<file path="src/rtl/uart_pkg.sv">
// Shared definitions for the buffered UART transmitter: FSM states, parity modes
// and the bit-period helper.
package uart_pkg;

  typedef enum logic [2:0] {
    ST_IDLE,
    ST_START,
    ST_DATA,
    ST_PARITY,
    ST_STOP
  } tx_state_e;

  localparam int PAR_NONE = 0;
  localparam int PAR_EVEN = 1;
  localparam int PAR_ODD  = 2;

  // Clock cycles per bit, truncated.
  function automatic int calc_div(input int clk_freq, input int baud);
    return clk_freq / baud;
  endfunction

endpackage

</file>
<file path="src/rtl/uart_tx_buffered_if.sv">
// Character-input handshake of the buffered UART transmitter (valid/ready).
interface uart_tx_buffered_if #(
  parameter int DATA_BITS = 8
) ();

  logic [DATA_BITS-1:0] in_data;
  logic                 in_valid;
  logic                 in_ready;

  modport master (
    output in_data,
    output in_valid,
    input  in_ready
  );

  modport slave (
    input  in_data,
    input  in_valid,
    output in_ready
  );

endinterface

</file>
<file path="src/rtl/uart_tx_fifo.sv">
// Synchronous show-ahead character FIFO; pointers carry an extra wrap bit so
// full and empty are distinguishable without a separate counter.
module uart_tx_fifo #(
  parameter int WIDTH = 8,
  parameter int DEPTH = 16
) (
  input  logic                       clk,
  input  logic                       reset_n,
  input  logic                       push,
  input  logic [WIDTH-1:0]           wr_data,
  input  logic                       pop,
  output logic [WIDTH-1:0]           rd_data,
  output logic                       full,
  output logic                       empty,
  output logic [$clog2(DEPTH+1)-1:0] level
);

  localparam int AW = $clog2(DEPTH);
  localparam int LW = $clog2(DEPTH + 1);

  logic [WIDTH-1:0] mem_q [DEPTH];
  logic [AW:0]      wr_ptr_q, wr_ptr_d;
  logic [AW:0]      rd_ptr_q, rd_ptr_d;
  logic             push_ok, pop_ok;

  assign full    = (wr_ptr_q[AW] != rd_ptr_q[AW]) && (wr_ptr_q[AW-1:0] == rd_ptr_q[AW-1:0]);
  assign empty   = (wr_ptr_q == rd_ptr_q);
  assign level   = LW'(wr_ptr_q - rd_ptr_q);
  assign rd_data = mem_q[rd_ptr_q[AW-1:0]];
  assign push_ok = push && !full;
  assign pop_ok  = pop && !empty;

  always_comb begin
    wr_ptr_d = wr_ptr_q;
    rd_ptr_d = rd_ptr_q;
    if (push_ok) wr_ptr_d = wr_ptr_q + (AW+1)'(1);
    if (pop_ok)  rd_ptr_d = rd_ptr_q + (AW+1)'(1);
  end

  always_ff @(posedge clk) begin
    if (push_ok) mem_q[wr_ptr_q[AW-1:0]] <= wr_data;
  end

  always_ff @(posedge clk or negedge reset_n) begin
    if (!reset_n) begin
      wr_ptr_q <= '0;
      rd_ptr_q <= '0;
    end else begin
      wr_ptr_q <= wr_ptr_d;
      rd_ptr_q <= rd_ptr_d;
    end
  end

endmodule

</file>
<file path="src/rtl/uart_tx_buffered.sv">
// FIFO-buffered UART transmitter with back-to-back framing.
// Define UART_TX_PARITY_EN to build in the parity bit state and logic.
module uart_tx_buffered
  import uart_pkg::*;
#(
  parameter int CLK_FREQ   = 50000000,
  parameter int BAUD       = 115200,
  parameter int DATA_BITS  = 8,
  parameter int STOP_BITS  = 1,
  parameter int PARITY     = 0,
  parameter int FIFO_DEPTH = 16
) (
  input  logic                            clk,
  input  logic                            reset_n,
  uart_tx_buffered_if.slave               in_if,
  output logic                            uart_tx,
  output logic                            busy,
  output logic                            tx_done,
  output logic [$clog2(FIFO_DEPTH+1)-1:0] fifo_level
);

  localparam int DIV = calc_div(CLK_FREQ, BAUD);
  localparam int CW  = (DIV > 1) ? $clog2(DIV) : 1;
  localparam int BW  = 4;

  tx_state_e            state_q, state_d;
  logic [CW-1:0]        cnt_q, cnt_d;
  logic [BW-1:0]        bit_q, bit_d;
  logic [DATA_BITS-1:0] shift_q, shift_d;
  logic                 uart_tx_q, uart_tx_d;
  logic                 tx_done_q, tx_done_d;
  logic                 baud_tick;
  logic                 fifo_pop, fifo_full, fifo_empty;
  logic [DATA_BITS-1:0] fifo_rd_data;

  uart_tx_fifo #(
    .WIDTH (DATA_BITS),
    .DEPTH (FIFO_DEPTH)
  ) u_fifo (
    .clk     (clk),
    .reset_n (reset_n),
    .push    (in_if.in_valid),
    .wr_data (in_if.in_data),
    .pop     (fifo_pop),
    .rd_data (fifo_rd_data),
    .full    (fifo_full),
    .empty   (fifo_empty),
    .level   (fifo_level)
  );

`ifdef UART_TX_PARITY_EN
  localparam bit PAR_ACTIVE = (PARITY != PAR_NONE);
  logic par_q, par_d, par_calc;

  // Parity is captured with the character so it is ready when the PARITY state arrives.
  assign par_calc = (PARITY == PAR_ODD) ? ~(^fifo_rd_data) : ^fifo_rd_data;

  always_comb begin
    par_d = fifo_pop ? par_calc : par_q;
  end

  always_ff @(posedge clk or negedge reset_n) begin
    if (!reset_n) par_q <= 1'b0;
    else          par_q <= par_d;
  end
`else
  localparam bit PAR_ACTIVE = 1'b0 && (PARITY != PAR_NONE);
`endif

  assign baud_tick     = (cnt_q == CW'(DIV - 1));
  assign in_if.in_ready = !fifo_full;
  assign busy          = (state_q != ST_IDLE);
  assign uart_tx       = uart_tx_q;
  assign tx_done       = tx_done_q;

  // Line level is registered from the current state, so the line trails the FSM by one cycle.
  always_comb begin
    state_d   = state_q;
    cnt_d     = (state_q == ST_IDLE || baud_tick) ? '0 : cnt_q + CW'(1);
    bit_d     = bit_q;
    shift_d   = shift_q;
    fifo_pop  = 1'b0;
    tx_done_d = 1'b0;
    uart_tx_d = 1'b1;
    case (state_q)
      ST_IDLE: begin
        if (!fifo_empty) begin
          fifo_pop = 1'b1;
          shift_d  = fifo_rd_data;
          state_d  = ST_START;
        end
      end
      ST_START: begin
        uart_tx_d = 1'b0;
        if (baud_tick) begin
          state_d = ST_DATA;
          bit_d   = '0;
        end
      end
      ST_DATA: begin
        uart_tx_d = shift_q[0];
        if (baud_tick) begin
          shift_d = shift_q >> 1;
          if (bit_q == BW'(DATA_BITS - 1)) begin
            bit_d   = '0;
            state_d = PAR_ACTIVE ? ST_PARITY : ST_STOP;
          end else begin
            bit_d = bit_q + BW'(1);
          end
        end
      end
`ifdef UART_TX_PARITY_EN
      ST_PARITY: begin
        uart_tx_d = par_q;
        if (baud_tick) state_d = ST_STOP;
      end
`endif
      ST_STOP: begin
        if (baud_tick) begin
          if (bit_q == BW'(STOP_BITS - 1)) begin
            tx_done_d = 1'b1;
            bit_d     = '0;
            if (!fifo_empty) begin
              fifo_pop = 1'b1;
              shift_d  = fifo_rd_data;
              state_d  = ST_START;
            end else begin
              state_d = ST_IDLE;
            end
          end else begin
            bit_d = bit_q + BW'(1);
          end
        end
      end
      default: state_d = ST_IDLE;
    endcase
  end

  always_ff @(posedge clk or negedge reset_n) begin
    if (!reset_n) begin
      state_q   <= ST_IDLE;
      cnt_q     <= '0;
      bit_q     <= '0;
      shift_q   <= '0;
      uart_tx_q <= 1'b1;
      tx_done_q <= 1'b0;
    end else begin
      state_q   <= state_d;
      cnt_q     <= cnt_d;
      bit_q     <= bit_d;
      shift_q   <= shift_d;
      uart_tx_q <= uart_tx_d;
      tx_done_q <= tx_done_d;
    end
  end

endmodule

</file>
<file path="src/flat_wrapper.sv">
// flat-port wrapper written by rule: the top's interface ports become plain ports
module uart_tx_buffered_flat import uart_pkg::*;
#(
  parameter int CLK_FREQ   = 50000000,
  parameter int BAUD       = 115200,
  parameter int DATA_BITS  = 8,
  parameter int STOP_BITS  = 1,
  parameter int PARITY     = 0,
  parameter int FIFO_DEPTH = 16
)
  (clk, reset_n, uart_tx, busy, tx_done, fifo_level, in_if_in_data, in_if_in_valid, in_if_in_ready);
  uart_tx_buffered_if #(.DATA_BITS(DATA_BITS)) in_if_i ();
  input  logic clk;
  input  logic reset_n;
  output logic uart_tx;
  output logic busy;
  output logic tx_done;
  output logic [$clog2(FIFO_DEPTH+1)-1:0] fifo_level;
  input wire logic [$bits(in_if_i.in_data)-1:0] in_if_in_data;
  input wire logic [$bits(in_if_i.in_valid)-1:0] in_if_in_valid;
  output wire logic [$bits(in_if_i.in_ready)-1:0] in_if_in_ready;
  assign in_if_i.in_data = in_if_in_data;
  assign in_if_i.in_valid = in_if_in_valid;
  assign in_if_in_ready = in_if_i.in_ready;
  uart_tx_buffered #(.CLK_FREQ(CLK_FREQ), .BAUD(BAUD), .DATA_BITS(DATA_BITS), .STOP_BITS(STOP_BITS), .PARITY(PARITY), .FIFO_DEPTH(FIFO_DEPTH)) u_core (.clk(clk), .reset_n(reset_n), .in_if(in_if_i), .uart_tx(uart_tx), .busy(busy), .tx_done(tx_done), .fifo_level(fifo_level));
endmodule
</file>
<file path="config.mk">
export PLATFORM = sky130hd
export DESIGN_NAME = uart_tx_buffered_flat
export DESIGN_NICKNAME = d
export VERILOG_FILES = /design/src/rtl/uart_pkg.sv /design/src/rtl/uart_tx_buffered_if.sv /design/src/rtl/uart_tx_fifo.sv /design/src/rtl/uart_tx_buffered.sv /design/src/flat_wrapper.sv
export SDC_FILE = /design/constraint.sdc
export NUM_CORES = 1
export LEC_CHECK = 0
export CORE_ASPECT_RATIO = 1.2
export CORE_MARGIN = 2
export CORE_UTILIZATION = 45
export CTS_CLUSTER_DIAMETER = 150
export DETAILED_ROUTE_END_ITERATION = 16
export PLACE_DENSITY = 0.65
export SLEW_MARGIN = 15
export SYNTH_ARGS = -nofsm -noshare
export SYNTH_HDL_FRONTEND = slang
export SYNTH_SLANG_ARGS = --single-unit
</file>
<file path="constraint.sdc">
create_clock -name clk -period 10.5 [get_ports clk]
set_clock_uncertainty 0.1 [all_clocks]
set_input_delay 2.1 -clock clk [delete_from_list [all_inputs] [get_ports clk]]
set_output_delay 2.1 -clock clk [all_outputs]
set_load 0.01 [all_outputs]
</file>
==> metrics.cfg <==
[logic_synthesis]
ys.flop_type = edfxtp_1
syn_area_per_cell_um2 = 16.1
synth_top_cell_by_area = edfxtp_1
synthCells = 441
syn_area_um2 = 7100
yosys_warnings = 0
ys_ff_latch = 164
ys_seq_area_share_pct = 66.8
synth.area.top_cells = edfxtp_1, dfrtp_1, mux4_2
ys_async_sr_fraction_pct = 22.0
synth_cell_types = 59
netlist.area_leader.share_pct = 54.1
synth-edff-count = 128
synth_nets = 466

[clock_tree]
cts_resized = 0
cts_made_buffers = 17
htree_num_levels = 4
cts_hold_buf = 0
clk_latency_ns = 0.42
clk_pin_slew_ns = 0.07
cts.sinks = 164
cts-root-buf = clkbuf_16
cts_max_path_buffers = 2
cts_setup_buffers = 0
cts_tree = done

[floorplanning]
die_area_um2 = 16800
ios = 20
num_rows = 50
die_w_um = 119
initial_utilization_pct = 45.8
die_h_um = 142
core_area_um2 = 15500

[finish]
design_area_um2 = 8080
area_growth_pct = 13.7
layoutNonFillerInstCount = 685
final_util_pct = 52.1
fin_nets = 489
seq_area_um2 = 4750
multi_input_area_um2 = 2150
drive_gt1_share_pct = 18.9
n_antenna_cell = 0
fillCellCount = 1303

[setup_path]
endpoint_kind = output port
cp.depth = 8
arrival_ns = 2.80
critPathMaxStageDelay_ns = 0.55
path_max_fanout = 31
r2r-start = u_core.u_fifo.rd_ptr_q[2]
slowest_stage = clkdlybuf4s50_1
crit_chain = buf_4 > ha_1 > fa_1 > inv_1 > a21o_1 > a21oi_1 > xnor2_1 > clkdlybuf4s50_1
critPathKind = flip-flop to output port
required_ns = 8.30
timing.rr.end = u_core.u_fifo.mem_q[13][2]
reg2reg_slack_ns = 7.03
worst-path-buf-inv = 3
reg2reg_depth = 6
critPathTopFamily = buffers and inverters
cp-start-kind = flip-flop

[sta]
min_period_over_period_pct = 47.6
worst_pin_slew_ns = 0.826
tns_ns = 0
relSlewSlack_pct = 44.9
finalHoldViolCount = 0
max_clock_freq_mhz = 200
rsz0062_at_grt = no
slew_viol_final = 0
period_minus_slack_ns = 5.00
setup_viol = 0

[route]
drtIter0Drc = 312
routed_wl_mm = 13.5
drc = 0
drtPass1Iterations = 4
antenna_left = 0
vias_per_cell = 5.48
dr_total_vias = 3757
post_drt_wl_per_cell_um = 19.7

[pwr]
total_power_mw = 2.10
power_density_nw_per_um2 = 259
p_leak_nw = 2.83
vdd_drop_max_mv = 0.142

[placed_design]
port_buffers = 19
place_area_um2 = 7490
finalWeightedCongestion = 0.814
placed_cells = 653
dp_hpwl_mm = 9.02

[grt]
grt_pass1_wl_mm = 21.4
overflow = 0
gr-usage-all-layers_pct = 17.0
grt_pass1_vias = 3810
grt_antenna_before_repair = 0
grt_start_max_net_pins = 43

[min_path]
min_from = u_core.cnt_q[0]
hold_depth = 1
hold_path.class = flip-flop to flip-flop
holdPathEnd = u_core.cnt_q[0]

[outcome]
status = completed

[flow_run]
cap_viol_max_count = 0

==> cell usage after synthesis, types with 3 or more instances <==
library cell / count
a2111oi_0: 5
a21o_1: 3
a21oi_1: 8
and2_1: 5
and3_1: 14
buf_2: 3
buf_4: 3
clkbuf_1: 12
dfrtp_1: 35
edfxtp_1: 128
ha_1: 13
inv_1: 27
mux2_2: 8
mux2i_1: 16
mux4_2: 25
nand2_1: 10
nand3_1: 8
nand4_1: 3
nor2_1: 13
nor3_1: 3
nor3b_1: 3
nor4_1: 4
o21ai_0: 9
o221ai_1: 6
o22ai_1: 15
or3_1: 3
xnor2_1: 15
xor2_1: 4
==> layout make-up <==
class	count	share of cell area (%)
clock buffers	17	5.27
inverters	28	1.30
multi-input cells	228	26.6
clock inverters	15	1.95
flip-flops and latches	164	58.8
repair buffers	25	2.85
well taps	208	3.22
==> state kept, by name, summed over array words and instances (netlist names) <==
register / count
u_core.shift_q: 8
u_core.tx_done: 1
u_core.u_fifo.mem_q: 128
u_core.cnt_q: 9
u_core.bit_q: 4
u_core.uart_tx: 1
u_core.u_fifo.wr_ptr_q: 5
u_core.u_fifo.rd_ptr_q: 5
u_core.state_q: 3
==> kinds of logic (layout without fill, tap and decap cells) <==
logic type / Yosys count / after routing / share of synthesized area, %
xor gates and xnor gates: 19 / 19 / 2.34
adders and majority gates: 14 / 14 / 2.57
buffers and inverters: 49 / 85 / 3.01
and+or+nand+nor: 80 / 80 / 6.57
DFF: 164 / 164 / 66.8
AOI/OAI and AO/OA: 65 / 65 / 7.04
muxes: 50 / 50 / 11.7
==> worst max-delay path by stage <==
stage	slack [ns]	startpoint	to
6_report	5.50	u_core.u_fifo.rd_ptr_q[0]	fifo_level[4]
5_1_grt	5.30	u_core.u_fifo.rd_ptr_q[0]	fifo_level[4]
2_1_floorplan	6.36	u_core.u_fifo.rd_ptr_q[1]	in_if_in_ready
3_3_place_gp	5.90	u_core.u_fifo.rd_ptr_q[0]	fifo_level[4]
3_5_place_dp	5.89	u_core.u_fifo.rd_ptr_q[0]	fifo_level[4]
4_1_cts	5.44	u_core.u_fifo.rd_ptr_q[0]	fifo_level[4]
==> routing by layer <==
metal / vias up / wire [µm] / part of all wire (%) / GRT usage (%)
met5: - / 0 / 0 / 0
met4: 0 / 147 / 1.1 / 5.70
met3: 11 / 519 / 3.8 / 4.10
met2: 72 / 6920 / 51 / 29.0
met1: 1897 / 5940 / 44 / 21.5
li1: 1777 / - / - / -
==> report_power, final <==
part,internal [mW],total [mW],leakage [nW],switching (mW)
registers,0.797,0.869,1.61,0.0720
clock network,0.319,0.596,0.278,0.278
logic,0.309,0.630,0.948,0.322
total,1.42,2.10,2.83,0.671
==> layout by cell type, fill, tap and decap left out, drive strengths merged, types with 8 or more instances in the layout <==
cell	instances
a21oi	9
and3	14
clkbuf	17
clkdlybuf4s50	18
dfrtp	35
edfxtp	128
ha	13
inv	38
mux2	9
mux2i	16
mux4	25
nand2	11
nand3	8
nor2	13
o21ai	10
o22ai	15
xnor2	15
==> per-stage QoR <==
stage          hold WS [ns]  setup WS (ns)
6_report              0.399           5.50
4_1_cts               0.402           5.44
3_5_place_dp          0.393           5.89
2_1_floorplan         0.353           6.36
5_1_grt               0.428           5.30
3_3_place_gp          0.371           5.90
==> worst reg2reg max path, stage by stage, from the launching register on <==
cell and delay, ns:
dfrtp_1 0.78, inv_1 0.16, ha_1 0.37, and4_1 0.30
a21boi_1 0.54, nand3_1 0.21, nor2_1 0.63
Power figures use the tool's default switching activity.
